$ cat config.mk
export PLATFORM = sky130hd
export DESIGN_NAME = bcd_out
export DESIGN_NICKNAME = d
export VERILOG_FILES = /design/src/rtl/bcd_out.sv
export SDC_FILE = /design/constraint.sdc
export NUM_CORES = 1
export LEC_CHECK = 0
export ABC_AREA = 1
export CORE_MARGIN = 2
export CORE_UTILIZATION = 49
export DETAILED_ROUTE_END_ITERATION = 6
export GPL_TIMING_DRIVEN = 0
export PLACE_DENSITY = 0.75
export SLEW_MARGIN = 20
export SYNTH_ARGS = -nofsm -noshare
export SYNTH_HDL_FRONTEND = slang
export SYNTH_SLANG_ARGS = --single-unit
$ cat constraint.sdc
create_clock -name clk -period 1.4 [get_ports clk]
set_input_delay 0.28 -clock clk [delete_from_list [all_inputs] [get_ports clk]]
set_output_delay 0.28 -clock clk [all_outputs]
set_load 0.01 [all_outputs]
$ cat src/rtl/bcd_out.sv
// Sequential binary-to-BCD converter for the seven-segment display path.
// Iterative shift-add-3 (double dabble), one bit per clock, start/busy/done handshake.
module bcd_out #(
  parameter int WIDTH   = 11,
  parameter int MAX_MAG = 999
) (
  input  logic             clk,
  input  logic             rst,
  input  logic             start,
  input  logic [WIDTH-1:0] bin_value,
  output logic             busy,
  output logic             done,
  output logic [3:0]       ones_value,
  output logic [3:0]       tens_value,
  output logic [3:0]       huns_value,
  output logic [2:0]       digit_en,
  output logic [3:0]       sign,
  output logic             sign_mode,
  output logic             overflow
);

  localparam logic [1:0] S_IDLE  = 2'd0;
  localparam logic [1:0] S_LOAD  = 2'd1;
  localparam logic [1:0] S_SHIFT = 2'd2;
  localparam logic [1:0] S_DONE  = 2'd3;

  // Segment codes shared with the digit-entry side of the display.
  localparam logic [3:0] SIGN_NEGATIVE = 4'hA;
  localparam logic [3:0] SIGN_OFF      = 4'hF;

  localparam int               CW        = $clog2(WIDTH + 1);
  localparam logic [CW-1:0]    CNT_LOAD  = CW'(WIDTH);
  localparam logic [CW-1:0]    CNT_ONE   = CW'(1);
  localparam logic [WIDTH-1:0] MAX_MAG_W = WIDTH'(MAX_MAG);

  function automatic logic [3:0] adj3(input logic [3:0] n);
    if (n >= 4'd5) begin
      adj3 = n + 4'd3;
    end else begin
      adj3 = n;
    end
  endfunction

  logic [1:0]       state_q, state_d;
  logic [WIDTH-1:0] val_q, val_d;
  logic [WIDTH-1:0] mag_q, mag_d;
  logic             neg_q, neg_d;
  logic             ovf_q, ovf_d;
  logic [11:0]      bcd_q, bcd_d;
  logic [CW-1:0]    cnt_q, cnt_d;

  logic             busy_q, busy_d;
  logic             done_q, done_d;
  logic [3:0]       ones_q, ones_d;
  logic [3:0]       tens_q, tens_d;
  logic [3:0]       huns_q, huns_d;
  logic [2:0]       digit_en_q, digit_en_d;
  logic [3:0]       sign_q, sign_d;
  logic             sign_mode_q, sign_mode_d;
  logic             overflow_q, overflow_d;

  logic [WIDTH-1:0] mag_s;
  logic [11:0]      adj_s;

  // Next-state, datapath and output-register logic.
  always_comb begin
    state_d     = state_q;
    val_d       = val_q;
    mag_d       = mag_q;
    neg_d       = neg_q;
    ovf_d       = ovf_q;
    bcd_d       = bcd_q;
    cnt_d       = cnt_q;
    done_d      = 1'b0;
    ones_d      = ones_q;
    tens_d      = tens_q;
    huns_d      = huns_q;
    digit_en_d  = digit_en_q;
    sign_d      = sign_q;
    sign_mode_d = sign_mode_q;
    overflow_d  = overflow_q;
    mag_s       = '0;
    adj_s       = '0;

    case (state_q)
      S_IDLE: begin
        if (start) begin
          val_d   = bin_value;
          state_d = S_LOAD;
        end else begin
          state_d = S_IDLE;
        end
      end
      S_LOAD: begin
        // Negating -2^(WIDTH-1) wraps to itself, which reads as the right unsigned magnitude.
        if (val_q[WIDTH-1]) begin
          mag_s = ~val_q + WIDTH'(1);
        end else begin
          mag_s = val_q;
        end
        neg_d   = val_q[WIDTH-1];
        mag_d   = mag_s;
        ovf_d   = (mag_s > MAX_MAG_W);
        bcd_d   = 12'd0;
        cnt_d   = CNT_LOAD;
        state_d = S_SHIFT;
      end
      S_SHIFT: begin
        adj_s          = {adj3(bcd_q[11:8]), adj3(bcd_q[7:4]), adj3(bcd_q[3:0])};
        {bcd_d, mag_d} = {adj_s[10:0], mag_q, 1'b0};
        cnt_d          = cnt_q - CNT_ONE;
        if (cnt_q == CNT_ONE) begin
          state_d = S_DONE;
        end else begin
          state_d = S_SHIFT;
        end
      end
      S_DONE: begin
        if (ovf_q) begin
          huns_d     = 4'd9;
          tens_d     = 4'd9;
          ones_d     = 4'd9;
          digit_en_d = 3'b111;
        end else begin
          huns_d     = bcd_q[11:8];
          tens_d     = bcd_q[7:4];
          ones_d     = bcd_q[3:0];
          digit_en_d = {(bcd_q[11:8] != 4'd0),
                        (bcd_q[11:8] != 4'd0) || (bcd_q[7:4] != 4'd0),
                        1'b1};
        end
        overflow_d  = ovf_q;
        sign_mode_d = neg_q;
        if (neg_q) begin
          sign_d = SIGN_NEGATIVE;
        end else begin
          sign_d = SIGN_OFF;
        end
        done_d  = 1'b1;
        state_d = S_IDLE;
      end
      default: begin
        state_d = S_IDLE;
      end
    endcase

    busy_d = (state_d != S_IDLE);
  end

  // State and output registers with synchronous reset.
  always_ff @(posedge clk) begin
    if (rst) begin
      state_q     <= S_IDLE;
      val_q       <= '0;
      mag_q       <= '0;
      neg_q       <= 1'b0;
      ovf_q       <= 1'b0;
      bcd_q       <= 12'd0;
      cnt_q       <= '0;
      busy_q      <= 1'b0;
      done_q      <= 1'b0;
      ones_q      <= 4'd0;
      tens_q      <= 4'd0;
      huns_q      <= 4'd0;
      digit_en_q  <= 3'b001;
      sign_q      <= SIGN_OFF;
      sign_mode_q <= 1'b0;
      overflow_q  <= 1'b0;
    end else begin
      state_q     <= state_d;
      val_q       <= val_d;
      mag_q       <= mag_d;
      neg_q       <= neg_d;
      ovf_q       <= ovf_d;
      bcd_q       <= bcd_d;
      cnt_q       <= cnt_d;
      busy_q      <= busy_d;
      done_q      <= done_d;
      ones_q      <= ones_d;
      tens_q      <= tens_d;
      huns_q      <= huns_d;
      digit_en_q  <= digit_en_d;
      sign_q      <= sign_d;
      sign_mode_q <= sign_mode_d;
      overflow_q  <= overflow_d;
    end
  end

  assign busy       = busy_q;
  assign done       = done_q;
  assign ones_value = ones_q;
  assign tens_value = tens_q;
  assign huns_value = huns_q;
  assign digit_en   = digit_en_q;
  assign sign       = sign_q;
  assign sign_mode  = sign_mode_q;
  assign overflow   = overflow_q;

endmodule
==> run_results.csv <==
group,metric,value,unit
finish,multiInputGateArea,1638,um^2
drt,wl_per_cell,15.32,um
global_route,antenna_found_initial,0,
worst_setup_path,critPathMaxStageDelay,380,ps
global_route,grt_usage,0.2613,
worst_setup_path,cp_slowest_cell,"dfxtp_4",
cts,clk_latency,350,ps
placed_design,dp_cells,495,
placed_design,dpl_cell_area,3323,um^2
timing,setup_violations,6,
timing,fin_crit,1429,ps
synthesis,ys_seq_area_frac,0.4223,
worst_setup_path,criticalPathCategory,"flip-flop to flip-flop",
run,maxCapViolCount,0,
finish,area_delta_synth_final,40.29,%
finish,antenna_cells,0,
worst_setup_path,rr_worst_depth,7,
synthesis,synth_seq_cells,61,
finish,design_area,4056,um^2
die,dieArea,6532,um^2
placed_design,io_buffers,32,
synthesis,netlist.area_leader.share,0.4223,
timing,worstMarginPinSlew,599.0,ps
synthesis,synth_ff_type,"dfxtp_1",
finish,finalNonFillerCells,539,
drt,drtPass1Iterations,5,
hold_path,hold_depth,2,
synthesis,synth_edf_count,0,
worst_setup_path,cp_max_fo,6,
drt,wl_met1,3507,um
run_status,status,"complete, but fails checks",
drt,top_layer_used,"met4",
worst_setup_path,startpoint,"state_q[0]",
drt,wl_met2,3977,um
drt,drt_iter0_drc,233,
cts,clkTransAtPathRegs,60,ps
timing,fmax,699.8,MHz
pwr,power.density,1076,nW/um^2
synthesis,synth_area_leaders,"dfxtp_1 42%, nand2_1 11%, a21oi_1 8.3%",
die,core_area,5608,um^2
cts,cts_tree,"yes",
pwr,leakage,1.682,nW
global_route,grt-ovfl-total,0,
die,die_x,80.82,um
worst_setup_path,arrival,1700,ps
timing,finalCritPeriodShare,1.021,
finish,n_fill_cell,430,
pwr,total_power,4.365,mW
pwr,vdd.ir_drop.worst,0.6065,mV
drt,drc,0,
worst_setup_path,cp-endpoint,"mag_q[5]",
timing,fin_skew,6.752,ps
die,ios,37,
finish,drive_gt1_frac,0.2976,
drt,drt-total-wl,8260,um
worst_setup_path,crit_chain,"inv_4, ha_4, inv_6, nor2_4, buf_6, nand2_1, a31oi_1",
timing,slew_headroom,0.6006,
worst_setup_path,rr_startpoint,"state_q[0]",
drt,postRouteAntennaNets,0,
cts,cts_root_buf,"clkbuf_8",
synthesis,synthMostInstantiatedCell,"nand2_1",
drt,viasPerCell,5.442,
timing,rsz0062_at_grt,"true",
timing,fin_ws,-28.91,ps
cts,hold_buffers,0,
synthesis,yosysTopAreaCell,"dfxtp_1",
synthesis,syn_area,2892,um^2
worst_setup_path,crit_path_start_kind,"flip-flop",
global_route,grt_pass1_vias,2675,
drt,num_vias,2933,
synthesis,synthArstFlopShare,0,
placed_design,dp_hpwl,4891,um
synthesis,synthTopCellsByCount,"82 x nand2_1, 61 x dfxtp_1, 48 x a21oi_1",
timing,finalHoldViolations,0,
placed_design,gp_congestion,0.8915,
synthesis,syn_inst,389,
worst_setup_path,rr_endpoint,"mag_q[5]",
timing,whs,248.4,ps
hold_path,hold_class,"input pin to flip-flop",
worst_setup_path,ff2ff_setup_slack,-30,ps
cts,clock_path_buffers,2,
drt,dr_wl_met3,559,um
die,rows,27,
finish,register_area,1245,um^2
run_status,violations,"negative setup slack",
finish,finalNetCount,493,
die,die_height,80.82,um
worst_setup_path,cp-end-kind,"flip-flop",
timing,drv_slew,0,
global_route,grt_max_degree,11,
worst_setup_path,crit_required,1670,ps
synthesis,yosysWarnings,0,
cts,cts_num_sinks,61,
cts,h-tree-depth,3,
synthesis,synth_cell_types,38,
die,start_util,0.5156,
cts,cts-buffers-inserted,9,
synthesis,avgSynthCellArea,7.433,um^2
global_route,grt_pass1_wl,12780,um
metal layers:
| layer | global-route usage | up-vias |
|---|---|---|
| li1 | - | 1430 |
| met1 | 0.3215 | 1356 |
| met2 | 0.4190 | 127 |
| met3 | 0.06667 | 20 |
| met4 | 0.1407 | 0 |
| met5 | 0 | - |
metrics by stage:
step	setup TNS, ps	util	setup slack [ps]
3_3_place_gp	-5687	0.5926	-190.2
2_1_floorplan	0	-	8.998
3_5_place_dp	-7384	0.5926	-238.6
6_report	-128.4	0.7233	-28.91
5_1_grt	-699.1	0.7233	-118.9
4_1_cts	-232.5	0.6814	-57.86
power breakdown:
group / switching [mW] / internal, mW / total [mW]
registers: 0.0738 / 1.84 / 1.91
logic: 0.547 / 0.415 / 0.962
clock network: 0.691 / 0.802 / 1.49
flip-flops by register name, summed over array words and instances (netlist names):
register,count
huns_value,4
sign,1
overflow,1
val_q,11
digit_en,2
mag_q,11
tens_value,4
sign_mode,1
bcd_q,12
done,1
cnt_q,4
neg_q,1
ovf_q,1
ones_value,4
state_q,2
busy,1
critical path: cells and delay by family (launching register included):
| kind | cells | cell delay [ps] |
|---|---|---|
| AO/OA/AOI/OAI | 1 | 140 |
| adder cells (fa/ha/maj) | 1 | 340 |
| flip-flops | 1 | 380 |
| buffers and inverters | 3 | 260 |
| AND/OR/NAND/NOR | 2 | 220 |
worst min path at each step:
stage                  startpoint       endpoint
floorplan                val_q[0]       mag_q[0]
global placement    tens_value[2]  tens_value[2]
detailed placement  tens_value[2]  tens_value[2]
CTS                           rst       cnt_q[1]
global route                  rst       cnt_q[1]
finish                        rst       cnt_q[1]
cells by family after synthesis:
group,after synthesis,share of synthesized area
AND/OR/NAND/NOR,142,0.2107
AO/OA/AOI/OAI,102,0.1943
XOR/XNOR,1,0.003030
flip-flops,61,0.4223
adder cells (fa/ha/maj),16,0.06923
other,1,0.001297
buffers and inverters,66,0.09910
area by class of cell:
cell class / instances / area share
well taps: 72 / 0.02221
multi-input cells: 264 / 0.4038
repair buffers: 63 / 0.1428
plain buffers: 17 / 0.02776
clock inverters: 5 / 0.01295
flip-flops and latches: 61 / 0.3069
inverters: 47 / 0.05213
clock buffers: 10 / 0.03146
what timing repair did:
| action | CTS | global route |
|---|---|---|
| resized for setup | 75 | 61 |
| pin swaps | 13 | 27 |
| gates cloned | 3 | 0 |
| endpoints found under the setup margin | 73 | 45 |
| setup buffers | 19 | 9 |
cell usage in the layout (no fill, tap or decap), types with 3 or more instances in the layout:
cell type,instances
o21ai_1,5
nand3_2,5
dfxtp_1,50
nand2_1,76
buf_4,25
conb_1,3
nand3_1,12
a21oi_2,11
o21ai_0,30
clkinv_2,3
a21oi_1,38
buf_6,10
dlygate4sd2_1,20
a31oi_1,4
dfxtp_4,4
nor2_4,3
ha_1,10
inv_2,15
nor2_1,22
clkbuf_1,4
nor2_2,3
clkbuf_8,9
clkdlybuf4s50_1,12
dfxtp_2,7
ha_4,5
inv_1,24
inv_4,5
nand2_2,7
nand4_1,6
Power figures use the tool's default switching activity.
